$ cat src/rtl/ls_phase_scheduler_pkg.sv
// Shared types and the rotate-priority pick helper for the load/store phase scheduler.
// Latency: none (types and a combinational function only).
// Backpressure: not applicable.
package ls_sched_pkg;

    typedef enum logic [1:0] {
        LS_IDLE  = 2'd0,
        LS_FILL  = 2'd1,
        LS_DRAIN = 2'd2
    } ls_phase_t;

    // Upper bound on requesters; the pick helper works on this fixed width.
    localparam int MAX_REQ = 16;

    // One-hot pick of the first set bit of elig, searching upward from ptr
    // and wrapping at n. Returns zero when nothing is eligible.
    function automatic logic [MAX_REQ-1:0] rr_onehot(
        input logic [MAX_REQ-1:0] elig,
        input logic [3:0]         ptr,
        input int                 n
    );
        logic [MAX_REQ-1:0] pick;
        logic               found;
        logic [4:0]         idx;
        pick  = '0;
        found = 1'b0;
        for (int k = 0; k < MAX_REQ; k++) begin
            if (k < n && !found) begin
                idx = {1'b0, ptr} + 5'(k);
                if (idx >= 5'(n)) begin
                    idx = idx - 5'(n);
                end
                if (elig[idx[3:0]]) begin
                    pick[idx[3:0]] = 1'b1;
                    found          = 1'b1;
                end
            end
        end
        return pick;
    endfunction

endpackage

$ cat src/rtl/ls_phase_scheduler_if.sv
// Request/grant and status bundle between requesters and the phase scheduler.
// Latency: wires only.
// Backpressure: req is held by the requester until its gnt bit is seen.
interface ls_phase_scheduler_if #(
    parameter int NREQ = 4,
    parameter int CAP  = 25000
);
    import ls_sched_pkg::*;

    localparam int VBITS = $clog2(CAP + 1);

    logic [NREQ-1:0]  req;
    logic [NREQ-1:0]  dir;
    logic [NREQ-1:0]  gnt;
    logic [VBITS-1:0] vol;
    logic             full;
    logic             empty;
    ls_phase_t        phase;

    modport master (output req, dir, input gnt, vol, full, empty, phase);
    modport slave  (input req, dir, output gnt, vol, full, empty, phase);

endinterface

$ cat src/rtl/ls_phase_scheduler_rr_pick.sv
// Round-robin one-hot pick among eligible requesters, starting at ptr.
// Latency: combinational.
// Backpressure: none; valid is low when no requester is eligible.
module ls_rr_pick
    import ls_sched_pkg::*;
#(
    parameter int NREQ  = 4,
    parameter int PBITS = $clog2(NREQ)
) (
    input  logic [NREQ-1:0]  elig,
    input  logic [PBITS-1:0] ptr,
    output logic [NREQ-1:0]  onehot,
    output logic [PBITS-1:0] index,
    output logic             valid
);

    logic [MAX_REQ-1:0] pick_wide;

    // Widen to the helper's fixed width, pick, then encode the index.
    always_comb begin
        pick_wide = rr_onehot(MAX_REQ'(elig), 4'(ptr), NREQ);
        onehot    = pick_wide[NREQ-1:0];
        valid     = |onehot;
        index     = '0;
        for (int i = 0; i < NREQ; i++) begin
            if (onehot[i]) begin
                index = PBITS'(i);
            end
        end
    end

endmodule

$ cat src/rtl/ls_phase_scheduler.sv
// Load/store volume scheduler: FILL/DRAIN phases with hysteresis, round-robin within a phase.
// Latency: gnt/vol/flags registered, one edge after the deciding cycle; IDLE costs one extra cycle.
// Backpressure: requests wait (held req) while the opposite phase runs; optional SVA via LS_SCHED_PROPS_EN.
module ls_phase_scheduler
    import ls_sched_pkg::*;
#(
    parameter int NREQ = 4,
    parameter int CAP  = 25000
) (
    input  logic                  clk,
    input  logic                  rst,
    ls_phase_scheduler_if.slave   bus
);

    localparam int               VBITS = $clog2(CAP + 1);
    localparam int               PBITS = $clog2(NREQ);
    localparam logic [VBITS-1:0] CAP_V = VBITS'(CAP);

    ls_phase_t        phase_q, phase_d;
    logic [VBITS-1:0] vol_q, vol_d;
    logic [PBITS-1:0] ptr_q, ptr_d;
    logic [NREQ-1:0]  gnt_q, gnt_d;
    logic             full_q, empty_q;

    logic [NREQ-1:0]  elig_load, elig_store, pick_mask, pick_oh;
    logic [PBITS-1:0] pick_idx, ptr_after;
    logic             pick_vld, at_cap, at_zero;

    // A requester granted at the last edge is still holding req; mask it out.
    assign elig_load  = bus.req &  bus.dir & ~gnt_q;
    assign elig_store = bus.req & ~bus.dir & ~gnt_q;
    assign pick_mask  = (phase_q == LS_DRAIN) ? elig_store : elig_load;
    assign at_cap     = (vol_q == CAP_V);
    assign at_zero    = (vol_q == '0);
    assign ptr_after  = (pick_idx == PBITS'(NREQ - 1)) ? '0 : pick_idx + 1'b1;

    ls_rr_pick #(.NREQ(NREQ), .PBITS(PBITS)) u_pick (
        .elig   (pick_mask),
        .ptr    (ptr_q),
        .onehot (pick_oh),
        .index  (pick_idx),
        .valid  (pick_vld)
    );

    // Phase decisions; grants only inside FILL/DRAIN so IDLE never grants.
    always_comb begin
        phase_d = phase_q;
        vol_d   = vol_q;
        ptr_d   = ptr_q;
        gnt_d   = '0;
        case (phase_q)
            LS_IDLE: begin
                if (|elig_load && !at_cap) begin
                    phase_d = LS_FILL;
                end else if (|elig_store && !at_zero) begin
                    phase_d = LS_DRAIN;
                end
            end
            LS_FILL: begin
                if (at_cap) begin
                    phase_d = (|elig_store) ? LS_DRAIN : LS_IDLE;
                end else if (pick_vld) begin
                    gnt_d = pick_oh;
                    vol_d = vol_q + 1'b1;
                    ptr_d = ptr_after;
                end else begin
                    phase_d = (|elig_store) ? LS_DRAIN : LS_IDLE;
                end
            end
            LS_DRAIN: begin
                if (at_zero) begin
                    phase_d = (|elig_load) ? LS_FILL : LS_IDLE;
                end else if (pick_vld) begin
                    gnt_d = pick_oh;
                    vol_d = vol_q - 1'b1;
                    ptr_d = ptr_after;
                end else begin
                    phase_d = (|elig_load) ? LS_FILL : LS_IDLE;
                end
            end
            default: begin
                phase_d = LS_IDLE;
            end
        endcase
    end

    // State register; flags follow the next volume so they move with vol.
    always_ff @(posedge clk) begin
        if (rst) begin
            phase_q <= LS_IDLE;
            vol_q   <= '0;
            ptr_q   <= '0;
            gnt_q   <= '0;
            full_q  <= 1'b0;
            empty_q <= 1'b1;
        end else begin
            phase_q <= phase_d;
            vol_q   <= vol_d;
            ptr_q   <= ptr_d;
            gnt_q   <= gnt_d;
            full_q  <= (vol_d == CAP_V);
            empty_q <= (vol_d == '0);
        end
    end

    assign bus.gnt   = gnt_q;
    assign bus.vol   = vol_q;
    assign bus.full  = full_q;
    assign bus.empty = empty_q;
    assign bus.phase = phase_q;

`ifdef LS_SCHED_PROPS_EN
    a_gnt_onehot0: assert property (@(posedge clk) disable iff (rst) $onehot0(gnt_q));
    a_vol_bound:   assert property (@(posedge clk) disable iff (rst) vol_q <= CAP_V);
    a_full_flag:   assert property (@(posedge clk) disable iff (rst) full_q == (vol_q == CAP_V));
    a_idle_nognt:  assert property (@(posedge clk) disable iff (rst) (phase_q == LS_IDLE) |=> (gnt_q == '0));
    for (genvar i = 0; i < NREQ; i++) begin : g_props
        a_gnt_req:  assert property (@(posedge clk) disable iff (rst) gnt_q[i] |-> $past(bus.req[i]));
        m_req_hold: assume property (@(posedge clk) disable iff (rst) bus.req[i] && !gnt_q[i] |=> bus.req[i]);
        a_live:     assert property (@(posedge clk) disable iff (rst) bus.req[i] |-> s_eventually gnt_q[i]);
    end
`else
    // Properties are compiled only when LS_SCHED_PROPS_EN is defined.
`endif

endmodule
$ cat src/flat_wrapper.sv
// flat-port wrapper written by rule: the top's interface ports become plain ports
module ls_phase_scheduler_flat import ls_sched_pkg::*;
#(
    parameter int NREQ = 4,
    parameter int CAP  = 25000
)
  (clk, rst, bus_req, bus_dir, bus_gnt, bus_vol, bus_full, bus_empty, bus_phase);
  ls_phase_scheduler_if #(.NREQ(NREQ), .CAP(CAP)) bus_i ();
  input  logic clk;
  input  logic rst;
  input wire logic [$bits(bus_i.req)-1:0] bus_req;
  input wire logic [$bits(bus_i.dir)-1:0] bus_dir;
  output wire logic [$bits(bus_i.gnt)-1:0] bus_gnt;
  output wire logic [$bits(bus_i.vol)-1:0] bus_vol;
  output wire logic [$bits(bus_i.full)-1:0] bus_full;
  output wire logic [$bits(bus_i.empty)-1:0] bus_empty;
  output wire logic [$bits(bus_i.phase)-1:0] bus_phase;
  assign bus_i.req = bus_req;
  assign bus_i.dir = bus_dir;
  assign bus_gnt = bus_i.gnt;
  assign bus_vol = bus_i.vol;
  assign bus_full = bus_i.full;
  assign bus_empty = bus_i.empty;
  assign bus_phase = bus_i.phase;
  ls_phase_scheduler #(.NREQ(NREQ), .CAP(CAP)) u_core (.clk(clk), .rst(rst), .bus(bus_i));
endmodule
$ cat config.mk
export PLATFORM = sky130hd
export DESIGN_NAME = ls_phase_scheduler_flat
export DESIGN_NICKNAME = d
export VERILOG_FILES = /design/src/rtl/ls_phase_scheduler_pkg.sv /design/src/rtl/ls_phase_scheduler_if.sv /design/src/rtl/ls_phase_scheduler_rr_pick.sv /design/src/rtl/ls_phase_scheduler.sv /design/src/flat_wrapper.sv
export SDC_FILE = /design/constraint.sdc
export NUM_CORES = 1
export LEC_CHECK = 0
export CORE_ASPECT_RATIO = 1.75
export CORE_MARGIN = 3
export CORE_UTILIZATION = 45
export CTS_BUF_LIST = sky130_fd_sc_hd__clkbuf_4 sky130_fd_sc_hd__clkbuf_8
export CTS_CLUSTER_SIZE = 30
export DETAILED_ROUTE_END_ITERATION = 8
export PLACE_DENSITY = 0.67
export SYNTH_ARGS = -nofsm -noshare
export SYNTH_HDL_FRONTEND = slang
export SYNTH_HIERARCHICAL = 1
export SYNTH_SLANG_ARGS = --single-unit
$ cat constraint.sdc
create_clock -name clk -period 13.7 [get_ports clk]
set_clock_uncertainty 0.15 [all_clocks]
set_input_delay 3.425 -clock clk [delete_from_list [all_inputs] [get_ports clk]]
set_output_delay 3.425 -clock clk [all_outputs]
set_load 0.02 [all_outputs]
### Yosys cells after proc, flatten, opt, wreduce, memory -nomap -nowiden

Index checks and enable logic that the tools add are counted.

* flip-flop bits (word level): 25
* logic and storage cells: 126

* add/sub/neg operators: 10
* magnitude comparators: 12
* equal/unequal tests: 10
* multiplexer cells: 62
* bitwise gates (word level): 9
* reductions and logical operators: 17

Operator list (number)
* $mux W4: 18
* $mux W15: 4
* $eq A15 B15 Y1 const B: 2
* $logic_not A15 Y1: 2
* $pmux W15 S2: 1
* $mux W2: 13
* $lt A4 B5 Y1 const B: 4
* $and A4 B4 Y4: 4
* $bmux W1 S4: 4
* $demux W1 S4: 4
* $ge A4 B1 Y1 const B: 4
* $add A15 B1 Y15 const B: 1
* $mux W1: 15
* $sub A15 B1 Y15 const B: 1
* $or A4 B4 Y4: 3
* $reduce_or A4 Y1: 3
* $sub A3 B3 Y4 const B: 3
* $ge A3 B3 Y1 const B: 3
* $not A4 Y4: 2
* $pmux W4 S2: 1
* $add A2 B2 Y3 const B: 2
* $logic_and A1 B1 Y1: 6
* $ne A3 B3 Y1 const B: 2
* $pmux W2 S3: 1
* other kinds (13): 17

### Logic depth before layout (Yosys ltp)

* depth in word-level cells: 33
* gate-level depth with buffers: 20
* gate-level depth less buffers: 17

### Cells and area by module

Netlist, hierarchy kept.

By module, submodules not included
* ls_phase_scheduler: times used 1, cells an instance 278, area an instance 2115.8 um^2, sequential area each 500.5 um^2
* ls_rr_pick: times used 1, cells an instance 53, area an instance 416.6 um^2, sequential area each 0.0 um^2

### Worst setup path after synthesis

Ideal clock, no wire load.

* path kind: input-to-reg
* start point: in bus_dir[1]
* end point: reg u_core.full_q (netlist: u_core/bus.full)
* setup time: 61 ps
* arrival time: 6673 ps
* data required time: 13489 ps
* path slack: 6816 ps
* stages: 15
* path through: xnor2_1 > nor2_1 > mux2i_1 > or4_1 > a211oi_2 > a21boi_2 > a221o_1 > nand4b_1 > nand4_1 > or2_1 > o311a_1 > nor4_1 > nand4_1 > nor4_2 > and4b_1

* word-level cells in the longest chain between the ends: 21

RTL lines
* start: declaration: RTL line flat_wrapper.sv:12 `input wire logic [$bits(bus_i.dir)-1:0] bus_dir;`
* $not A4 Y4: RTL line ls_phase_scheduler.sv:31 `assign elig_store = bus.req & ~bus.dir & ~gnt_q;`
* $and A4 B4 Y4 (2 in series): RTL line ls_phase_scheduler.sv:31
* $mux W4 *: RTL line ls_phase_scheduler.sv:32 `assign pick_mask = (phase_q == LS_DRAIN) ? elig_store : elig_load;`
* via u_core.pick_mask[1]: RTL line ls_phase_scheduler.sv:25 `logic [NREQ-1:0] elig_load, elig_store, pick_mask, pick_oh;`
* $bmux W1 S4: RTL line ls_phase_scheduler_pkg.sv:33 `if (elig[idx[3:0]]) begin`
* $mux W1 (implied by the code): RTL line ls_phase_scheduler_pkg.sv:33
* $mux W4: RTL line ls_phase_scheduler_pkg.sv:33
* $or A4 B4 Y4 (no source line)
* [7 not listed]
* $mux W4 *: RTL line ls_phase_scheduler_pkg.sv:28 `if (k < n && !found) begin`
* via u_core.pick_oh[0]: RTL line ls_phase_scheduler.sv:25
* $reduce_or A4 Y1 *: RTL line ls_phase_scheduler_rr_pick.sv:23 `valid = |onehot;`
* via u_core.pick_vld: RTL line ls_phase_scheduler.sv:27 `logic pick_vld, at_cap, at_zero;`
* $mux W15, on equally long branches: RTL line ls_phase_scheduler.sv:73, ls_phase_scheduler.sv:62
* $mux W15, on equally long branches: RTL line ls_phase_scheduler.sv:71, ls_phase_scheduler.sv:60
* $pmux W15 S2 *: RTL line ls_phase_scheduler.sv:51 `case (phase_q)`
* $eq A15 B15 Y1 *: RTL line ls_phase_scheduler.sv:101 `full_q <= (vol_d == CAP_V);`
* end signal: assignment: RTL line ls_phase_scheduler.sv:101
* end: declaration: RTL line ls_phase_scheduler.sv:23 `logic full_q, empty_q;`

Mark *: on every way through the listed nets, which the timed path passes. The rest lies on a longest branch. The select of a mux whose other input is x is not followed.
A chain may end at the register's enable or synchronous reset.

### Worst setup path in the final report

* start point: in bus_dir[1]
* end point: reg u_core.full_q (netlist: u_core/bus.full)

* word-level cells in the longest chain between the ends: 21

RTL lines (RTL line)
* $not A4 Y4: ls_phase_scheduler.sv:31
* $and A4 B4 Y4 (2 in series): ls_phase_scheduler.sv:31
* $mux W4 *: ls_phase_scheduler.sv:32
* via u_core.pick_mask[1]: ls_phase_scheduler.sv:25
* $bmux W1 S4: ls_phase_scheduler_pkg.sv:33
* $mux W1 (implied by the code): ls_phase_scheduler_pkg.sv:33
* $mux W4: ls_phase_scheduler_pkg.sv:33
* $or A4 B4 Y4 (no source line)
* [6 not listed]
* $mux W4: ls_phase_scheduler_pkg.sv:33
* $mux W4 *: ls_phase_scheduler_pkg.sv:28
* $reduce_or A4 Y1 *: ls_phase_scheduler_rr_pick.sv:23
* via u_core.pick_vld: ls_phase_scheduler.sv:27
* $mux W15, on equally long branches: ls_phase_scheduler.sv:73, ls_phase_scheduler.sv:62
* $mux W15, on equally long branches: ls_phase_scheduler.sv:71, ls_phase_scheduler.sv:60
* $pmux W15 S2 *: ls_phase_scheduler.sv:51
* $eq A15 B15 Y1 *: ls_phase_scheduler.sv:101

Marks and branches as above.

==> results.md <==
- Status: complete, no violations
- Power Density: 151 nW/um^2
- RSZ-0062 raised after global routing: no
- Post-synth ARST share: 0
- # Post-CTS Setup Buffers: 0
- Nets: 372
- Area contributors post-synth: dfxtp_1 (20%), ha_1 (6.9%), nor2_1 (5.6%)
- Largest net degree at the start of global routing: 23
- Global Route Usage Sum: 0.240
- Worst Hold Class: reg2reg
- Post-synth top flop: dfxtp_1
- Overflow after GRT: 0
- # rows: 35
- CP Launch Type: input pin
- Clock period minus worst slack: 8.06 ns
- Fin cells: 421
- Post-DP HPWL: 5.77 mm
- Die Ht: approximately 110 um
- Top cell type by total area after synthesis: dfxtp_1
- Total negative slack: 0 ns
- Slew HR: 0.372
- Synthesized flop and latch total: 25
- Post-CTS sizing: 0
- CTS tree: built
- Maximum VDD drop: around 0.12 mV
- Core Footprint: 5340 sq um
- Share of layout cells above drive strength 1: 0.0778
- Synth warn: 6
- Antenna Nets Post-Route: 0
- Final period utilization: 0.588
- Drt via density: around 6.3
- Max cap viols: 0
- DIE AREA: 6600 sq um
- Hold Vio Cnt, Final: 0
- RePlAce Congestion: 0.976
- Hold Path Cell Cnt: 2
- CP required: roughly 14 ns
- H-tree Lvls: 1
- Placed Cells: between 400 and 500
- Remaining DRCs: 0
- Top cells by count, synth: nor2_1 (38), nand2_1 (34), dfxtp_1 (25)
- Top cell type's share of synthesized area: 0.198
- Syn-to-layout area delta: 13.9%
- Die span in x: 62.7 um
- Syn Inst Count: 331
- Drt first-iter violations: between 200 and 250
- Worst-margin pin slew: 0.942 ns
- Initial core utilization: 0.474
- Max clock buf depth: 2
- Leak Pwr: between 1 and 1.5 nW
- Final WL: 7.81 mm
- Port bufs: 32
- Clk root buf: clkbuf_8
- Critical path arrival: 8.13 ns
- Setup violators final: 0
- Worst skew pair latency: about 0.28 ns
- Most numerous cell in the Yosys netlist: nor2_1
- Initial DRT Pass Iterations: 4
- Num CTS Buffers: 3
- Critical path class: in2reg
- Worst Reg2Reg Path Length in Cells: 17
- DR WL/cell: between 15 and 20 um
- Distinct cells, synth: 78
- Cell Area, Synth: 2530 sq um
- I/O pin count: 33
- Worst setup EP type: flop
- Via count: around 2,700
- CTS sink count: 25
- Vias in the first global route: between 2,000 and 3,000
- Hold_buf cts: 0
- First-pass GRT wire length: 12.9 mm
- Clock slew at reported path FFs: about 0.10 ns
- Synthesized area per cell: 7.65 sq um
- Crit Path Max Fanout: 14
- Seq/Total Area, Yosys: 0.198
- Diode count: 0
- Syn_nets: 355
- EDFF count, synth: 0
- Final slew viol count: 0
- Initial antenna violation count: 0
- Maximum clock rate: 124 MHz
-- through the flow --
stage	utilization	setup WS [ns]	hold WS [ns]	area (sq um)	power [mW]
after floorplan	-	6.82	0.416	2530	0.316
after global placement	0.531	5.58	0.352	2840	0.382
after detailed placement	0.531	5.49	0.363	2840	0.384
after CTS	0.540	5.77	0.379	2880	0.434
after global routing	0.540	5.35	0.410	2880	0.474
final	0.540	5.64	0.385	2880	0.437
-- final cells by class --
class | instances | area (sq um)
Multi-Input combinational cell | 266 | 1850
Clock buffer | 3 | 41.3
Clock inverter | 1 | 7.51
Inverter | 20 | 75.1
Tap cell | 74 | 92.6
Fill cell | 545 | 2460
Timing Repair Buffer | 32 | 320
Sequential cell | 25 | 500
-- sequential cells by signal, summed over array words and instances (netlist names) --
| signal | cells |
|---|---|
| u_core/bus.vol | 15 |
| u_core/bus.gnt | 4 |
| u_core/bus.phase | 2 |
| u_core/ptr_q | 2 |
| u_core/bus.empty | 1 |
| u_core/bus.full | 1 |
-- critical path, stage by stage --
cell and delay [ns]:
clkdlybuf4s50_1 0.46, xnor2_1 0.14, nor2_1 0.29, mux2i_1 0.11
or4_1 0.43, a211oi_2 0.29, a21boi_2 0.24, a221oi_1 0.14
nand4b_1 0.44, nand4_1 0.30, or2_1 0.34, o311a_1 0.34
nor4_1 0.39, nand4_1 0.26, nor4_2 0.29, and4b_1 0.22
-- routing by layer --
metal	track usage	vias up	wire length, um	share of wire
met4	0.160	0	477	0.061
met5	0	-	0	0
li1	-	1266	-	-
met2	0.447	108	4150	0.53
met1	0.245	1265	2830	0.36
met3	0.0299	33	349	0.045
-- report_power, final --
group	switching, mW	leakage [nW]	internal, mW
Combinational	0.191	0.843	0.107
Sequential	0.0118	0.202	0.0792
Clock	0.0267	0.0217	0.0207
-- cells by family (layout without fill, tap and decap cells) --
| family | after synthesis | after routing | share of synthesized area |
|---|---|---|---|
| AOI/OAI and AO/OA | 76 | 76 | 0.230 |
| and+or+nand+nor | 162 | 162 | 0.370 |
| buffers and inverters | 40 | 56 | 0.0731 |
| adders and majority gates | 14 | 14 | 0.0692 |
| muxes | 10 | 10 | 0.0459 |
| DFF | 25 | 25 | 0.198 |
| xor gates and xnor gates | 4 | 4 | 0.0138 |
-- path summary, 6_finish.rpt --
| kind | startpoint | slack, ns | endpoint |
|---|---|---|---|
| max reg2reg | u_core/bus.phase[0]$_SDFFE_PP0P_ | 7.99 | u_core/bus.full$_SDFF_PP0_ |
| min | u_core/bus.phase[0]$_SDFFE_PP0P_ | 0.39 | u_core/bus.phase[0]$_SDFFE_PP0P_ |
| max | bus_dir[1] | 5.64 | u_core/bus.full$_SDFF_PP0_ |
| min reg2reg | u_core/bus.phase[0]$_SDFFE_PP0P_ | 0.39 | u_core/bus.phase[0]$_SDFFE_PP0P_ |
-- cells in the final DEF (no fill, tap or decap), drive strengths merged, types with 7 or more instances in the layout --
cell           synthesis  routed
nand2                 34      34
dfxtp                 25      25
nor4                  17      17
nand3                  8       8
ha                    14      14
nor2                  38      38
a21oi                 10      10
inv                   20      20
clkdlybuf4s50          0      32
nor3                  11      11
or4                    7       7
nand4                  8       8
nand2b                 7       7
o21ai                 16      16
Note: power is estimated with default switching activity, not from simulation.
